### src/rtl/timegen_pkg.sv
`default_nettype none
// ============================================================================
// Module  : timegen_pkg
// Purpose : Shared types and default constants for the time-base generator.
//           - mode_e : RUN (normal second rate) / FAST (stopwatch rate)
//           - default divider constants used as parameter defaults
// Config  : none (TIMEGEN_HOUR_EN is consumed by timegen_param)
// Rev     : 1.0  initial release
// ============================================================================
package timegen_pkg;

  typedef enum logic [0:0] {
    MODE_RUN  = 1'b0,
    MODE_FAST = 1'b1
  } mode_e;

  localparam int c_CLK_PER_SEC_DEF  = 50_000_000;
  localparam int c_SEC_PER_MIN_DEF  = 60;
  localparam int c_MIN_PER_HOUR_DEF = 60;
  localparam int c_FAST_DIV_DEF     = 1;

endpackage : timegen_pkg
`default_nettype wire

### src/rtl/timegen_modcnt.sv
`default_nettype none
// ============================================================================
// Module  : timegen_modcnt
// Purpose : Modulo counter with a run-time terminal value.
//           Counts 0..last while en is high and returns to 0 after last.
//           clr has priority over counting and wrapping.
// Ports   : clk   in   clock, rising edge
//           reset in   asynchronous active-low reset
//           en    in   count enable
//           clr   in   synchronous clear to 0
//           last  in   terminal count (must be <= N-1)
//           count out  current count
//           wrap  out  combinational, en & (count == last)
// Rev     : 1.0  initial release
// ============================================================================
module timegen_modcnt #(
  parameter int N     = 2,
  parameter int WIDTH = (N > 1) ? $clog2(N) : 1
) (
  input  logic             clk,
  input  logic             reset,
  input  logic             en,
  input  logic             clr,
  input  logic [WIDTH-1:0] last,
  output logic [WIDTH-1:0] count,
  output logic             wrap
);

  logic [WIDTH-1:0] count_q;
  logic [WIDTH-1:0] count_d;

  assign wrap = en & (count_q == last);

  always_comb begin
    count_d = count_q;
    if (clr) begin
      count_d = '0;
    end else if (wrap) begin
      count_d = '0;
    end else if (en) begin
      count_d = count_q + WIDTH'(1);
    end
  end

  always_ff @(posedge clk or negedge reset) begin
    if (!reset) begin
      count_q <= '0;
    end else begin
      count_q <= count_d;
    end
  end

  assign count = count_q;

endmodule : timegen_modcnt
`default_nettype wire

### src/rtl/timegen_param.sv
`default_nettype none
// ============================================================================
// Module  : timegen_param
// Purpose : Parametrised time-base generator. Divides clk into registered
//           single-cycle second/minute ticks (hour optional), exposes the
//           running second/minute counts, and supports pause, synchronous
//           clear and a stopwatch FAST mode switched only at prescaler wraps.
// Config  : `define TIMEGEN_HOUR_EN to build the minute counter and the
//           one_hour tick; otherwise min_count and one_hour are tied to 0.
// Ports   : clk         in   clock, rising edge
//           reset       in   asynchronous active-low reset
//           stopwatch   in   1 requests FAST mode, 0 requests RUN mode
//           pause       in   hold all counters, suppress ticks
//           clear       in   synchronous clear of prescaler/sec/min
//           one_second  out  second tick (registered)
//           one_minute  out  minute tick (registered)
//           one_hour    out  hour tick (registered, hour build only)
//           sec_count   out  current second 0..SEC_PER_MIN-1
//           min_count   out  current minute 0..MIN_PER_HOUR-1
//           fast_active out  current mode is FAST
// Rev     : 1.0  initial release
// ============================================================================
module timegen_param
  import timegen_pkg::*;
#(
  parameter int CLK_PER_SEC  = c_CLK_PER_SEC_DEF,
  parameter int SEC_PER_MIN  = c_SEC_PER_MIN_DEF,
  parameter int MIN_PER_HOUR = c_MIN_PER_HOUR_DEF,
  parameter int FAST_DIV     = c_FAST_DIV_DEF
) (
  input  logic                            clk,
  input  logic                            reset,
  input  logic                            stopwatch,
  input  logic                            pause,
  input  logic                            clear,
  output logic                            one_second,
  output logic                            one_minute,
  output logic                            one_hour,
  output logic [$clog2(SEC_PER_MIN)-1:0]  sec_count,
  output logic [$clog2(MIN_PER_HOUR)-1:0] min_count,
  output logic                            fast_active
);

  localparam int c_psc_w = $clog2(CLK_PER_SEC);
  localparam int c_sec_w = $clog2(SEC_PER_MIN);

  localparam logic [c_psc_w-1:0] c_run_last  = c_psc_w'(CLK_PER_SEC - 1);
  localparam logic [c_psc_w-1:0] c_fast_last = c_psc_w'(FAST_DIV - 1);
  localparam logic [c_sec_w-1:0] c_sec_last  = c_sec_w'(SEC_PER_MIN - 1);

  mode_e mode_q;
  mode_e mode_d;
  logic  one_second_q;
  logic  one_minute_q;
  logic  one_hour_q;

  logic [c_psc_w-1:0] w_psc_last;
  logic [c_psc_w-1:0] w_psc_count_unused;  // prescaler phase is internal only
  logic               w_psc_wrap;
  logic               w_sec_en;
  logic               w_sec_clr;
  logic               w_sec_wrap;
  logic               w_min_tick;
  logic               w_hour_tick;

  // Mode only changes on a prescaler wrap (or clear), so a stopwatch toggle
  // mid-period never produces a shortened period.
  always_comb begin
    mode_d = mode_q;
    if (clear || w_psc_wrap) begin
      mode_d = stopwatch ? MODE_FAST : MODE_RUN;
    end
  end

  assign w_psc_last = (mode_q == MODE_FAST) ? c_fast_last : c_run_last;

  timegen_modcnt #(
    .N     (CLK_PER_SEC),
    .WIDTH (c_psc_w)
  ) u_psc (
    .clk   (clk),
    .reset (reset),
    .en    (~pause),
    .clr   (clear),
    .last  (w_psc_last),
    .count (w_psc_count_unused),
    .wrap  (w_psc_wrap)
  );

  // Seconds advance only on RUN wraps; they are forced to 0 as soon as the
  // next mode is FAST so the count reads 0 for the whole FAST stretch.
  assign w_sec_en  = w_psc_wrap & (mode_q == MODE_RUN);
  assign w_sec_clr = clear | (mode_d == MODE_FAST);

  timegen_modcnt #(
    .N     (SEC_PER_MIN),
    .WIDTH (c_sec_w)
  ) u_sec (
    .clk   (clk),
    .reset (reset),
    .en    (w_sec_en),
    .clr   (w_sec_clr),
    .last  (c_sec_last),
    .count (sec_count),
    .wrap  (w_sec_wrap)
  );

  // In FAST every wrap is also a minute; the tick type follows the mode that
  // was active during the wrapping period.
  assign w_min_tick = (mode_q == MODE_FAST) ? w_psc_wrap : w_sec_wrap;

`ifdef TIMEGEN_HOUR_EN
  if (1) begin : g_min_cnt
    localparam int                 c_min_w    = $clog2(MIN_PER_HOUR);
    localparam logic [c_min_w-1:0] c_min_last = c_min_w'(MIN_PER_HOUR - 1);

    timegen_modcnt #(
      .N     (MIN_PER_HOUR),
      .WIDTH (c_min_w)
    ) u_min (
      .clk   (clk),
      .reset (reset),
      .en    (w_min_tick),
      .clr   (clear),
      .last  (c_min_last),
      .count (min_count),
      .wrap  (w_hour_tick)
    );
  end
`else
  assign min_count   = '0;
  assign w_hour_tick = 1'b0;
`endif

  // Mode FSM and tick registers. Ticks are gated by clear; pause is already
  // folded into the prescaler wrap.
  always_ff @(posedge clk or negedge reset) begin
    if (!reset) begin
      mode_q       <= MODE_RUN;
      one_second_q <= 1'b0;
      one_minute_q <= 1'b0;
      one_hour_q   <= 1'b0;
    end else begin
      mode_q       <= mode_d;
      one_second_q <= w_psc_wrap & ~clear;
      one_minute_q <= w_min_tick & ~clear;
      one_hour_q   <= w_hour_tick & ~clear;
    end
  end

  assign one_second  = one_second_q;
  assign one_minute  = one_minute_q;
  assign one_hour    = one_hour_q;
  assign fast_active = (mode_q == MODE_FAST);

endmodule : timegen_param
`default_nettype wire

### config.mk
export PLATFORM = sky130hd
export DESIGN_NAME = timegen_param
export DESIGN_NICKNAME = d
export VERILOG_FILES = /design/src/rtl/timegen_pkg.sv /design/src/rtl/timegen_modcnt.sv /design/src/rtl/timegen_param.sv
export SDC_FILE = /design/constraint.sdc
export NUM_CORES = 1
export LEC_CHECK = 0
export ABC_AREA = 1
export BUFFER_PORTS_ARGS = -buffer_cell sky130_fd_sc_hd__buf_2
export CORE_MARGIN = 2
export CORE_UTILIZATION = 66
export CTS_BUF_LIST = sky130_fd_sc_hd__clkbuf_8
export DETAILED_ROUTE_END_ITERATION = 7
export GPL_ROUTABILITY_DRIVEN = 0
export PLACE_DENSITY = 0.88
export SLEW_MARGIN = 20
export SYNTH_ARGS = -nofsm -noshare
export SYNTH_HDL_FRONTEND = slang
export SYNTH_SLANG_ARGS = --single-unit
### constraint.sdc
create_clock -name clk -period 3.8 [get_ports clk]
set_input_delay 0.76 -clock clk [delete_from_list [all_inputs] [get_ports clk]]
set_output_delay 0.76 -clock clk [all_outputs]
set_load 0.01 [all_outputs]
* Word level (Yosys, flattened, before mapping) *
Index checks and enable logic that the tools add are counted.

word-level totals
  register bits after elaboration = 35
  output and inout port bits = 16
  logic and storage cells = 31

cells by class
  add/subtract/negate cells = 2
  equality and inequality tests = 3
  mux-type cells = 10
  bitwise gates (word level) = 9
  reduce and logical (&&, ||, !) cells = 2

operators by type and width
  operator               number
  $mux 26                4
  $add 26x1->26 const B  1
  $eq 26x26->1           1
  $mux 6                 3
  $add 6x1->6 const B    1
  $eq 6x6->1 const B     1
  $and 1x1->1            5
  $mux 1                 3
  $ne 3x1->1 const B     1
  $not 1->1              3
  $reduce_bool 3->1      1
  $logic_or 1x1->1       1
  $or 1x1->1             1

* Longest topological paths before layout *
Gate-level depths: netlist (run 1).

  depth after elaboration = 7
  gate-level depth with buffers = 11
  mapped depth without buffers = 11

* Cells and area by module *
From an unflattened synthesis (run 1), not the netlist that was laid out.

second synthesis, totals
  cells, all modules = 516
  area, all modules = 3091.7 µm²

by module, submodules not included
  module                  instances  cells an instance  area each (µm²)
  timegen_modcnt (u_psc)  1          408                2416.1
  timegen_modcnt (u_sec)  1          82                 484.2
  timegen_param           1          26                 191.4

* Worst setup path before layout (run 1) *
OpenSTA, ideal clock, no wires.

  path type = input -> register
  from = input port clear
  to = register u_psc.count_q[25], in the netlist u_psc.count[25]
  setup time = 119 ps
  arrival time = 1658 ps
  data required time = 3681 ps
  setup slack = 2023 ps
  stages = 8
  cells stage by stage = inv_2 -> nand2_2 -> inv_2 -> nor2_1 -> nand4_1 -> nor3_1 -> xnor2_1 -> nor2_1

between the ends
  longest elaborated chain between the ends = 1

ends and longest elaborated chain
  what                                                    RTL line              text
  from (decl)                                             timegen_param.sv:35   input logic clear,
  $ne 3x1->1 (no source line) or $mux 26 (tied branches)  --
  to (signal assigned)                                    timegen_modcnt.sv:49  count_q <= count_d;
  to (decl)                                               timegen_modcnt.sv:29  logic [WIDTH-1:0] count_q;

Several ways; a longest one is shown, not always the timed one.
A chain may end at the register's enable or synchronous reset.

* Worst setup path after layout (run 1) *
  from = register mode_q, in the netlist fast_active
  to = register u_psc.count_q[0], in the netlist u_psc.count[0]

between the ends
  longest elaborated chain between the ends = 5

ends and longest elaborated chain
  what                    RTL line              text
  from (decl)             timegen_param.sv:51   mode_e mode_q;
  from (signal assigned)  timegen_param.sv:144  mode_q <= mode_d;
  $mux 26 (*)             timegen_param.sv:75   assign w_psc_last = (mode_q == MODE_FAST) ? c_fast_last : c_run_last;
  $eq 26x26->1 (*)        timegen_modcnt.sv:32  assign wrap = en & (count_q == last);
  $and 1x1->1 (*)         timegen_modcnt.sv:32
  $mux 26                 timegen_modcnt.sv:38  end else if (wrap) begin
  $mux 26                 timegen_modcnt.sv:36  if (clr) begin

Mark *: on every way between the ends. The rest lies on a longest branch, timed or not.

==> out/qor.txt, run 1 <==
Max Root-Sink Buffers = 2
minimum clock period = 1.90 ns
WL final = 4090 µm
Critical Path Max Stage Delay = 0.51 ns
CP Launch Type = register
Pwr Density = 326 mW/mm²
First-pass DRT Iterations = 4
# diodes = 0
dpl ws = 1.67 ns
Yosys cell types = 34
CTS Buf Count = 5
Overflow after GRT = 0
Sink Count = 35
dominant synthesized flop cell = dfrtp_1
Via Count = 1770
Root Buffer = clkbuf_8
chip height = 60.9 µm
Arrival @ worst endpoint = 2.09 ns
first-pass GRT wire length = 6890 µm
worst path required time = 3.98 ns
Setup crit end kind = register
cell count of the worst reg-to-reg path = 10
status = complete, no violations
RR Endpoint = u_psc.count[0]$_DFFE_PN0P_
Starting DRT DRC Count = 87
Site Rows = 20
Vias/cell = 5.30
layout cell share with drive strength beyond 1 = 16.2%
buffers added on ports = 13
maxcap violations = 0
VDD IR-drop max = 0.285 mV
core area = 0.00308 mm²
Worst Clk Skew = 0.00418 ns
IO Count = 21
fin crit share = 50.1%
worst-margin pin slew = 0.747 ns
Avg Cell Area, Syn = 7.87 µm²
EDFF count, synth = 0
Worst-Skew Late Latency = 0.29 ns
yosys warns = 0
number of post-CTS setup repair buffers = 0
post-synthesis sequential area ratio = 40.9%
Crit-path slowest cell = dfrtp_1
Final setup viols = 0
Detail Route Antenna Nets = 0
Rel. slew slack = 50.2%
Synth Instances = 272
netlist area before placement = 0.00214 mm²
DP HPWL = 3020 µm
FMAX = 0.525 GHz
WL/cell = 12.3 µm
CP Cell Sequence = inv_2, nor2_2, nand2_1, nor2_2, nor2_2, nor2_4, nand2_4, nand2_4, nor2_1, o21a_1
Horiz. Die Dim = 60.9 µm
hold_ws = 0.536 ns
largest net degree at the start of global routing = 36
cell count after placement = 326
full die area = 0.00371 mm²
setup TNS = 0 ns
CTS tree = done
Initial Util = 69.5%
Final Worst Setup Slack = 1.90 ns
Critical R2R Launch = fast_active$_DFF_PN0_
vias in the first global route = 1558
Reg clk slew, reported paths = 0.07 ns
number of synthesized register bits = 35
Worst Path Max Fanout = 25
non-filler cells, final = 334
Hold Fails Final Rpt = 0
Async SR Flop Fraction = 100%
initial antenna violation count = 0
Setup CP Type = reg2reg
Final #Nets = 296
Global Route Usage Sum = 25.6%
# hold bufs at CTS = 0
reg-to-reg slack, setup = 1.90 ns
Most Frequent Cell on Critical Path = nor2_2
RSZ-0062 raised after global routing = false
CTS H-tree depth = 2
type of the tightest min-delay check = in2async
Post-CTS Resized = 0
synth-to-layout area growth = 8.19%
Lkg Pwr = 0.00103 µW
DRC viols = 0
Slew Viols, Final = 0
[where the power goes]
part | internal [µW] | switching (µW) | total (µW)
clock network | 162 | 125 | 287
registers | 382 | 13.7 | 396
logic | 21.9 | 49.7 | 71.6
total | 567 | 188 | 755
[cell usage after synthesis (3+ instances only)]
| master | count | area share (%) |
|---|---|---|
| nor2_2 | 6 | 1.8 |
| buf_4 | 9 | 3.2 |
| nand3b_1 | 3 | 1.1 |
| dfrtp_1 | 35 | 41 |
| inv_1 | 17 | 3.0 |
| nand4_1 | 8 | 2.3 |
| nor3_1 | 7 | 1.6 |
| nand2_1 | 62 | 11 |
| xnor2_1 | 5 | 2.0 |
| xor2_1 | 16 | 6.5 |
| inv_2 | 4 | 0.70 |
| a21oi_2 | 6 | 2.5 |
| nor2_1 | 54 | 9.5 |
| nand3_1 | 11 | 2.6 |
[state kept, by name, summed over array words and instances (netlist names)]
signal and count:
one_minute 1, u_psc.count 26, one_second 1, fast_active 1, u_sec.count 6
[cell families after synthesis]
kind of cell    share of synthesized area [%]
compound gates                           4.74
xor+xnor                                 8.60
fa+ha+maj                                1.17
buf+inv                                  7.02
flops                                    40.9
other cells                             0.175
simple gates                             37.4
[stage by stage]
stage / cell area, µm² / utilization, % / total power, µW
finish: 2310 / 75.2 / 755
CTS: 2310 / 75.2 / 766
global placement: 2210 / 72.0 / 473
floorplan: 2160 / - / 458
detailed placement: 2210 / 72.0 / 474
global route: 2310 / 75.2 / 785
[critical path: cells and delay by family, from the launching register on]
family / cells / cell delay (ns)
flops: 1 / 0.51
simple gates: 8 / 0.93
buf+inv: 1 / 0.16
compound gates: 1 / 0.18
[placed cells by master, fill, tap and decap left out, types with 2 or more instances in the layout]
cell,count
nand3_2,2
ha_1,2
conb_1,7
xor2_1,16
nor4_1,2
nand3b_1,3
inv_2,4
nand2_2,2
o21a_1,2
nor2_2,6
nand2_1,62
dfrtp_1,35
buf_2,13
a21oi_1,2
nand4_1,8
a21oi_2,6
nor2_1,54
nand2_4,2
nor3b_1,2
nand3_4,2
inv_1,18
clkbuf_8,7
nand3_1,11
nor3_1,7
xnor2_1,5
[routing by layer]
metal	global-route usage [%]	wire length, µm
met5	0	0
met3	5.54	166
met1	35.1	1930
met4	13.0	95
met2	38.6	1900
[layout make-up]
type	instances	area (µm²)
multi-input combinational	212	1140
inverter	22	82.6
clock inverter	1	3.75
sequential	35	876
tap	44	55.1
timing repair buffer	13	65.1
fill	245	763
clock buffer	7	96.3
[how the worst max path moves through the flow]
stage | startpoint | to | slack [ns] | cells after the start
final | fast_active$_DFF_PN0_ | u_psc.count[0]$_DFFE_PN0P_ | 1.90 | 10
after global routing | fast_active$_DFF_PN0_ | u_psc.count[3]$_DFFE_PN0P_ | 1.70 | 11
after CTS | fast_active$_DFF_PN0_ | u_psc.count[0]$_DFFE_PN0P_ | 1.88 | 10
after detailed placement | pause | u_psc.count[0]$_DFFE_PN0P_ | 1.67 | 10
after global placement | pause | u_sec.count[4]$_DFFE_PN0P_ | 1.70 | 11
after floorplan | clear | u_psc.count[25]$_DFFE_PN0P_ | 2.02 | 8
No activity file was read; power rests on OpenSTA's default activity.
==> run 2: changes to the inputs <==
--- a/config.mk
+++ b/config.mk
@@ -8,11 +8,11 @@
 export ABC_AREA = 1
 export BUFFER_PORTS_ARGS = -buffer_cell sky130_fd_sc_hd__buf_2
 export CORE_MARGIN = 2
-export CORE_UTILIZATION = 66
+export CORE_UTILIZATION = 55
 export CTS_BUF_LIST = sky130_fd_sc_hd__clkbuf_8
 export DETAILED_ROUTE_END_ITERATION = 7
 export GPL_ROUTABILITY_DRIVEN = 0
-export PLACE_DENSITY = 0.88
+export PLACE_DENSITY = 0.78
 export SLEW_MARGIN = 20
 export SYNTH_ARGS = -nofsm -noshare
 export SYNTH_HDL_FRONTEND = slang
==> constraint.sdc (replaced) <==
create_clock -name clk -period 1.55 [get_ports clk]
set_input_delay 0.31 -clock clk [delete_from_list [all_inputs] [get_ports clk]]
set_output_delay 0.31 -clock clk [all_outputs]
set_load 0.01 [all_outputs]
==> run 2 against run 1 <==
Compared with the run above: the flow now finishes with violations (negative setup slack); maximum frequency increased by 5.9%; clock power rose to 3.6 times the previous value; non-clock buffer count is 49 higher; die area up 19%; combinational power rose to 4.4 times the previous value; hold slack got worse by 0.33 ns; largest cell class unchanged.
==> out/qor.txt, run 2 (synthesized netlist as in run 1, its figures left out) <==
minimum clock period = 1.80 ns (-0.106 ns)
type of the tightest min-delay check = in2reg
synth-to-layout area growth = 43.2%
Detail Route Antenna Nets = 0 (unchanged)
First-pass DRT Iterations = 6 (+2)
Horiz. Die Dim = 66.4 µm (+8.9%)
status = finished with violations
Arrival @ worst endpoint = 1.98 ns (-0.11 ns)
first-pass GRT wire length = 9690 µm (+41%)
Overflow after GRT = 0 (unchanged)
DRC viols = 0 (unchanged)
largest net degree at the start of global routing = 36 (unchanged)
layout cell share with drive strength beyond 1 = 41.9% (+26 points)
CTS Buf Count = 5 (unchanged)
setup TNS = -5.51 ns (-5.51 ns)
Vias/cell = 5.89 (+11%)
Filler cells = 202 (-18%)
Hold Fails Final Rpt = 0 (unchanged)
core area = 0.00369 mm² (+20%)
vias in the first global route = 2054 (+32%)
CTS H-tree depth = 2 (unchanged)
buffers added on ports = 13 (unchanged)
Reg clk slew, reported paths = 0.08 ns (about the same)
initial antenna violation count = 0 (unchanged)
worst path required time = 1.73 ns (-2.25 ns)
VDD IR-drop max = 0.608 mV (+110%)
maxcap violations = 0 (unchanged)
WP buf/inv = 0 (-1)
Worst Path Max Fanout = 4 (-84%)
Slew Viols, Final = 0 (unchanged)
WL final = 7380 µm (+80%)
Final Worst Setup Slack = -0.248 ns (-2.14 ns)
Critical Path Max Stage Delay = 0.41 ns (-0.10 ns)
Site Rows = 22 (+10%)
Initial Util = 58.0% (-12 points)
IO Count = 21 (unchanged)
Setup CP Type = reg2reg
Via Count = 2280 (+29%)
Lkg Pwr = 0.00135 µW (+31%)
Starting DRT DRC Count = 237 (+170%)
most common cell after layout, fill and taps aside = nand2_1
chip height = 66.4 µm (+8.9%)
# diodes = 0 (unchanged)
Cell Area, Placed = 0.00252 mm² (+14%)
full die area = 0.00440 mm² (+19%)
Root Buffer = clkbuf_8
design area = 0.00306 mm² (+32%)
Setup crit end kind = register
CP Launch Type = register
Final #Nets = 345 (+17%)
FMAX = 0.556 GHz (+5.9%)
commonest non-fill, non-tap cells in the layout = nand2_1, buf_4, nor2_1, dfrtp_1
Max Root-Sink Buffers = 2 (unchanged)
RSZ-0062 raised after global routing = true
Crit path max-delay family = simple AND/OR/NAND/NOR gates
Crit-path slowest cell = dfrtp_1
Pwr Density = 753 mW/mm² (+130%)
DP HPWL = 3600 µm (+19%)
WL/cell = 19.1 µm (+56%)
Worst Clk Skew = 0.00927 ns (+0.00508 ns)
reg-to-reg slack, setup = -0.25 ns (-2.14 ns)
CP Cell Sequence = ha_2, nand3_2, nor2_2, nand2_2, nor4_4, nand2_1, xor2_1, nor2_1
Final setup viols = 35 (+35)
Worst-Skew Late Latency = 0.30 ns (about the same)
Global Route Usage Sum = 29.9% (+4.3 points)
Sink Count = 35 (unchanged)
CTS tree = done
number of flip-flops in the largest register = 26 (unchanged)
fin crit share = 116% (+66 points)
failing checks = negative setup slack
## run 2: cell types whose count changed in the layout (fill, tap and decap cells not counted), sizes merged
| cell | delta |
|---|---|
| buf | +46 |
| bufinv | +2 |
| clkinvlp | +1 |
| dlygate4sd3 | +1 |
| inv | -1 |
## run 2: path summary, 6_finish.rpt
kind	endpoint	depth (start not counted)	start
max in group asynchronous	u_psc.count[3]$_DFFE_PN0P_	3	reset
max	u_psc.count[18]$_DFFE_PN0P_	8	u_psc.count[1]$_DFFE_PN0P_
min reg2reg	u_psc.count[1]$_DFFE_PN0P_	2	u_psc.count[1]$_DFFE_PN0P_
min in group asynchronous	u_psc.count[8]$_DFFE_PN0P_	3	reset
min	one_second$_DFF_PN0_	2	clear
max reg2reg	u_psc.count[18]$_DFFE_PN0P_	8	u_psc.count[1]$_DFFE_PN0P_
## run 2: cell type report
class	count	area, µm²	area share (%)
well taps	48	60.1	1.96
flip-flops and latches	35	880	28.7
repair buffers	62	510	16.7
multi-input cells	212	1390	45.4
inverters	22	86.3	2.82
clock buffers	5	68.8	2.25
clock inverters	3	67.6	2.21
## run 2: metrics by stage
| stage | setup WS, ns | hold WS, ns | instances | total power, µW | util [%] |
|---|---|---|---|---|---|
| CTS | -0.0332 | 0.207 | 382 | 2230 | 74.8 |
| floorplan | 0.000292 | 0.0144 | 278 | 1120 | - |
| finish | -0.248 | 0.208 | 387 | 2300 | 83.0 |
| global placement | -0.0449 | 0.285 | 367 | 1220 | 68.4 |
| global route | -0.341 | 0.214 | 387 | 2370 | 83.0 |
| detailed placement | -0.0615 | 0.286 | 367 | 1220 | 68.4 |
## run 2: report_power, final
group          switching, µW  internal [µW]  leakage, µW  total, µW
clock network            380            642    0.0000644       1020
logic                    183            130     0.000809        313
registers               32.6            937     0.000481        969
total                    596           1710      0.00135       2300
## run 2: repair_timing
action,CTS,global route
cloned,0,2
pin swaps,4,17
endpoints found under the hold margin,35,0
hold buffers,1,0
setup buffers,6,3
gates resized for setup,13,59
endpoints found under the setup margin,32,35
## run 2: per-layer routing
metal  vias to the layer above  wire (µm)  share of wire [%]  GRT usage, %
met5                         -          0                  0             0
met4                         0        384                5.2          17.1
met3                        42        646                8.8          8.18
met2                       174       3540                 48          47.5
met1                      1078       2810                 38          36.4
li1                        986          -                  -             -
==> run 3: changes to the inputs <==
--- a/config.mk
+++ b/config.mk
@@ -7,7 +7,7 @@
 export LEC_CHECK = 0
 export ABC_AREA = 1
 export BUFFER_PORTS_ARGS = -buffer_cell sky130_fd_sc_hd__buf_2
-export CORE_MARGIN = 2
+export CORE_MARGIN = 4
 export CORE_UTILIZATION = 55
 export CTS_BUF_LIST = sky130_fd_sc_hd__clkbuf_8
 export DETAILED_ROUTE_END_ITERATION = 7
==> run 3 against run 2 <==
Compared with the run above: the run still ends with negative setup slack left; power down 12%; hold slack got worse by 0.00096 ns; first-iteration DRC count did not move; flip-flop and latch count unchanged; utilization shrank 4.4 points; non-clock buffer count down 5; clock-buffer cell count grew 2; via count decreased by 8.2%; critical path type unchanged; largest cell class unchanged.
==> out/qor.txt, run 3 (synthesized netlist as in run 1, its figures left out) <==
status = finished with violations
failing checks = negative setup slack
fin crit share = 109% (-6.7 points)
First-pass DRT Iterations = 4 (-2)
total power = 2020 µW (-12%)
sequential power share = 48.0% (+5.9 points)
critical path depth = 10 (+2)
Filler cells = 251 (+24%)
Starting DRT DRC Count = 237 (unchanged)
DRC viols = 0 (unchanged)
CTS Buf Count = 5 (unchanged)
Final Worst Setup Slack = -0.144 ns (+0.104 ns)
largest net degree at the start of global routing = 21 (-42%)
Global Route Usage Sum = 23.2% (-6.8 points)
Root Buffer = clkbuf_8
min-delay src = clear
Pwr Density = 690 mW/mm² (-8.3%)
full die area = 0.00495 mm² (+12%)
CP Launch Type = register
WP buf/inv = 1 (+1)
initial antenna violation count = 0 (unchanged)
Horiz. Die Dim = 70.4 µm (+6.0%)
most common cell after layout, fill and taps aside = nand2_1
type of the tightest min-delay check = in2reg
Crit-path slowest cell = dfrtp_1
RR Endpoint = u_sec.count[1]$_DFFE_PN0P_
cell-internal power = 1470 µW (-14%)
RSZ-0062 raised after global routing = true
Crit path max-delay family = simple AND/OR/NAND/NOR gates
Site Rows = 22 (unchanged)
Net Sw Frac = 27.0% (+1.1 points)
Vias/cell = 5.48 (-7.0%)
hold_ws = 0.207 ns (-0.000956 ns)
layout cell share with drive strength beyond 1 = 38.9% (-3.0 points)
synth-to-layout area growth = 36.5%
Lkg Pwr = 0.00131 µW (-3.4%)
Clock power frac = 36.8% (-7.6 points)
Initial Util = 57.6% (-0.43 points)
post-layout util = 78.6% (-4.4 points)
CTS tree = done
vias in the first global route = 1947 (-5.2%)
WL/cell = 15.9 µm (-16%)
WL final = 6090 µm (-17%)
dpl ws = -0.115 ns (-0.0539 ns)
Final setup viols = 34 (-2.9%)
commonest non-fill, non-tap cells in the layout = nand2_1, buf_4, nor2_1, dfrtp_1, inv_1
number of flip-flops in the largest register = 26 (unchanged)
Critical Path Max Stage Delay = 0.40 ns (about the same)
switching power = 544 µW (-8.8%)
minimum clock period = 1.69 ns (-0.104 ns)
Worst Path Max Fanout = 6 (+2)
non-filler cells, final = 382 (-1.3%)
maxcap violations = 0 (unchanged)
Worst-Skew Late Latency = 0.30 ns (about the same)
Setup CP Type = reg2reg
sequential cell area = 880 µm² (unchanged)
DP HPWL = 3820 µm (+6.1%)
core area = 0.00372 mm² (+0.75%)
# diodes = 0 (unchanged)
first-pass GRT wire length = 9110 µm (-6.0%)
FMAX = 0.590 GHz (+6.2%)
cell count of the worst reg-to-reg path = 10 (+2)
worst path required time = 1.74 ns (about the same)
Worst Clk Skew = 0.00990 ns (+0.000631 ns)
chip height = 70.4 µm (+6.0%)
Multi-input gate area = 0.00135 mm² (-3.2%)
IO Count = 21 (unchanged)
CP Cell Sequence = inv_1, nand2_1, nor2_1, nand3_2, nor2_4, nand2_4, nand2_8, nand2_4, nand3_4, a21oi_2
cell count after placement = 366 (-0.27%)
Hold Fails Final Rpt = 0 (unchanged)
VDD IR-drop max = 0.452 mV (-26%)
Max Root-Sink Buffers = 2 (unchanged)
Critical R2R Launch = u_psc.count[8]$_DFFE_PN0P_
Arrival @ worst endpoint = 1.88 ns (-0.10 ns)
worst hold stages = 2 (unchanged)
Hold Path End = one_second$_DFF_PN0_
Reg clk slew, reported paths = 0.08 ns (about the same)
reg-to-reg slack, setup = -0.14 ns (+0.10 ns)
Slew Viols, Final = 0 (unchanged)
Overflow after GRT = 0 (unchanged)
Sink Count = 35 (unchanged)
CTS H-tree depth = 2 (unchanged)
Most Frequent Cell on Critical Path = nand2_4
Via Count = 2093 (-8.2%)
buffers added on ports = 13 (unchanged)
Comb pwr share = 15.3% (+1.7 points)
Detail Route Antenna Nets = 0 (unchanged)
Final #Nets = 340 (-1.4%)
Setup crit end kind = register
## run 3: per-stage QoR
stage | area [µm²] | TNS (ns)
finish | 2920 | -3.60
global route | 2920 | -5.33
CTS | 2710 | -0.209
detailed placement | 2500 | -0.515
global placement | 2500 | -0.262
floorplan | 2160 | 0
## run 3: final cells by class
type / count / share of cell area (%)
well taps: 48 / 2.06
multi-input cells: 212 / 46.0
clock inverters: 1 / 0.128
repair buffers: 57 / 15.4
inverters: 22 / 3.00
clock buffers: 7 / 3.30
flip-flops and latches: 35 / 30.1
## run 3: how the worst max path moves through the flow
stage	start	end	slack, ns
after floorplan	fast_active$_DFF_PN0_	u_psc.count[0]$_DFFE_PN0P_	0.0003
after global placement	u_psc.count[0]$_DFFE_PN0P_	u_psc.count[22]$_DFFE_PN0P_	-0.09
after detailed placement	u_psc.count[0]$_DFFE_PN0P_	u_psc.count[22]$_DFFE_PN0P_	-0.12
after CTS	fast_active$_DFF_PN0_	u_sec.count[1]$_DFFE_PN0P_	-0.03
after global routing	u_psc.count[8]$_DFFE_PN0P_	u_sec.count[4]$_DFFE_PN0P_	-0.19
final	u_psc.count[8]$_DFFE_PN0P_	u_sec.count[1]$_DFFE_PN0P_	-0.14
## run 3: power by group through the flow
stage,logic (µW),registers (µW),clock network (µW)
global placement,235,984,0
CTS,281,965,746
global route,332,970,793
floorplan,141,980,0
finish,308,967,741
detailed placement,238,983,0
## run 3: metal layers
metal  up-vias  GRT usage (%)  share of wire, %
li1        981              -                 -
met1      1013           30.6                39
met2        73           37.1                50
met3        26           4.17               5.9
met4         0           9.57               4.6
met5         -              0                 0
## run 3: worst reg2reg max path, cell delays in order (launching register included)
cell and delay (ns):
dfrtp_1 0.40, inv_1 0.14, nand2_1 0.09, nor2_1 0.16, nand3_2 0.13, nor2_4 0.18, nand2_4 0.12, nand2_8 0.13
nand2_4 0.08, nand3_4 0.11, a21oi_2 0.05
## run 3: timing repair
item	in CTS	in global routing
endpoints found under the setup margin	26	35
resized for setup	17	51
pin swaps	5	13
hold buffers	1	0
buffers inserted	3	4
hold endpoints to repair	15	0
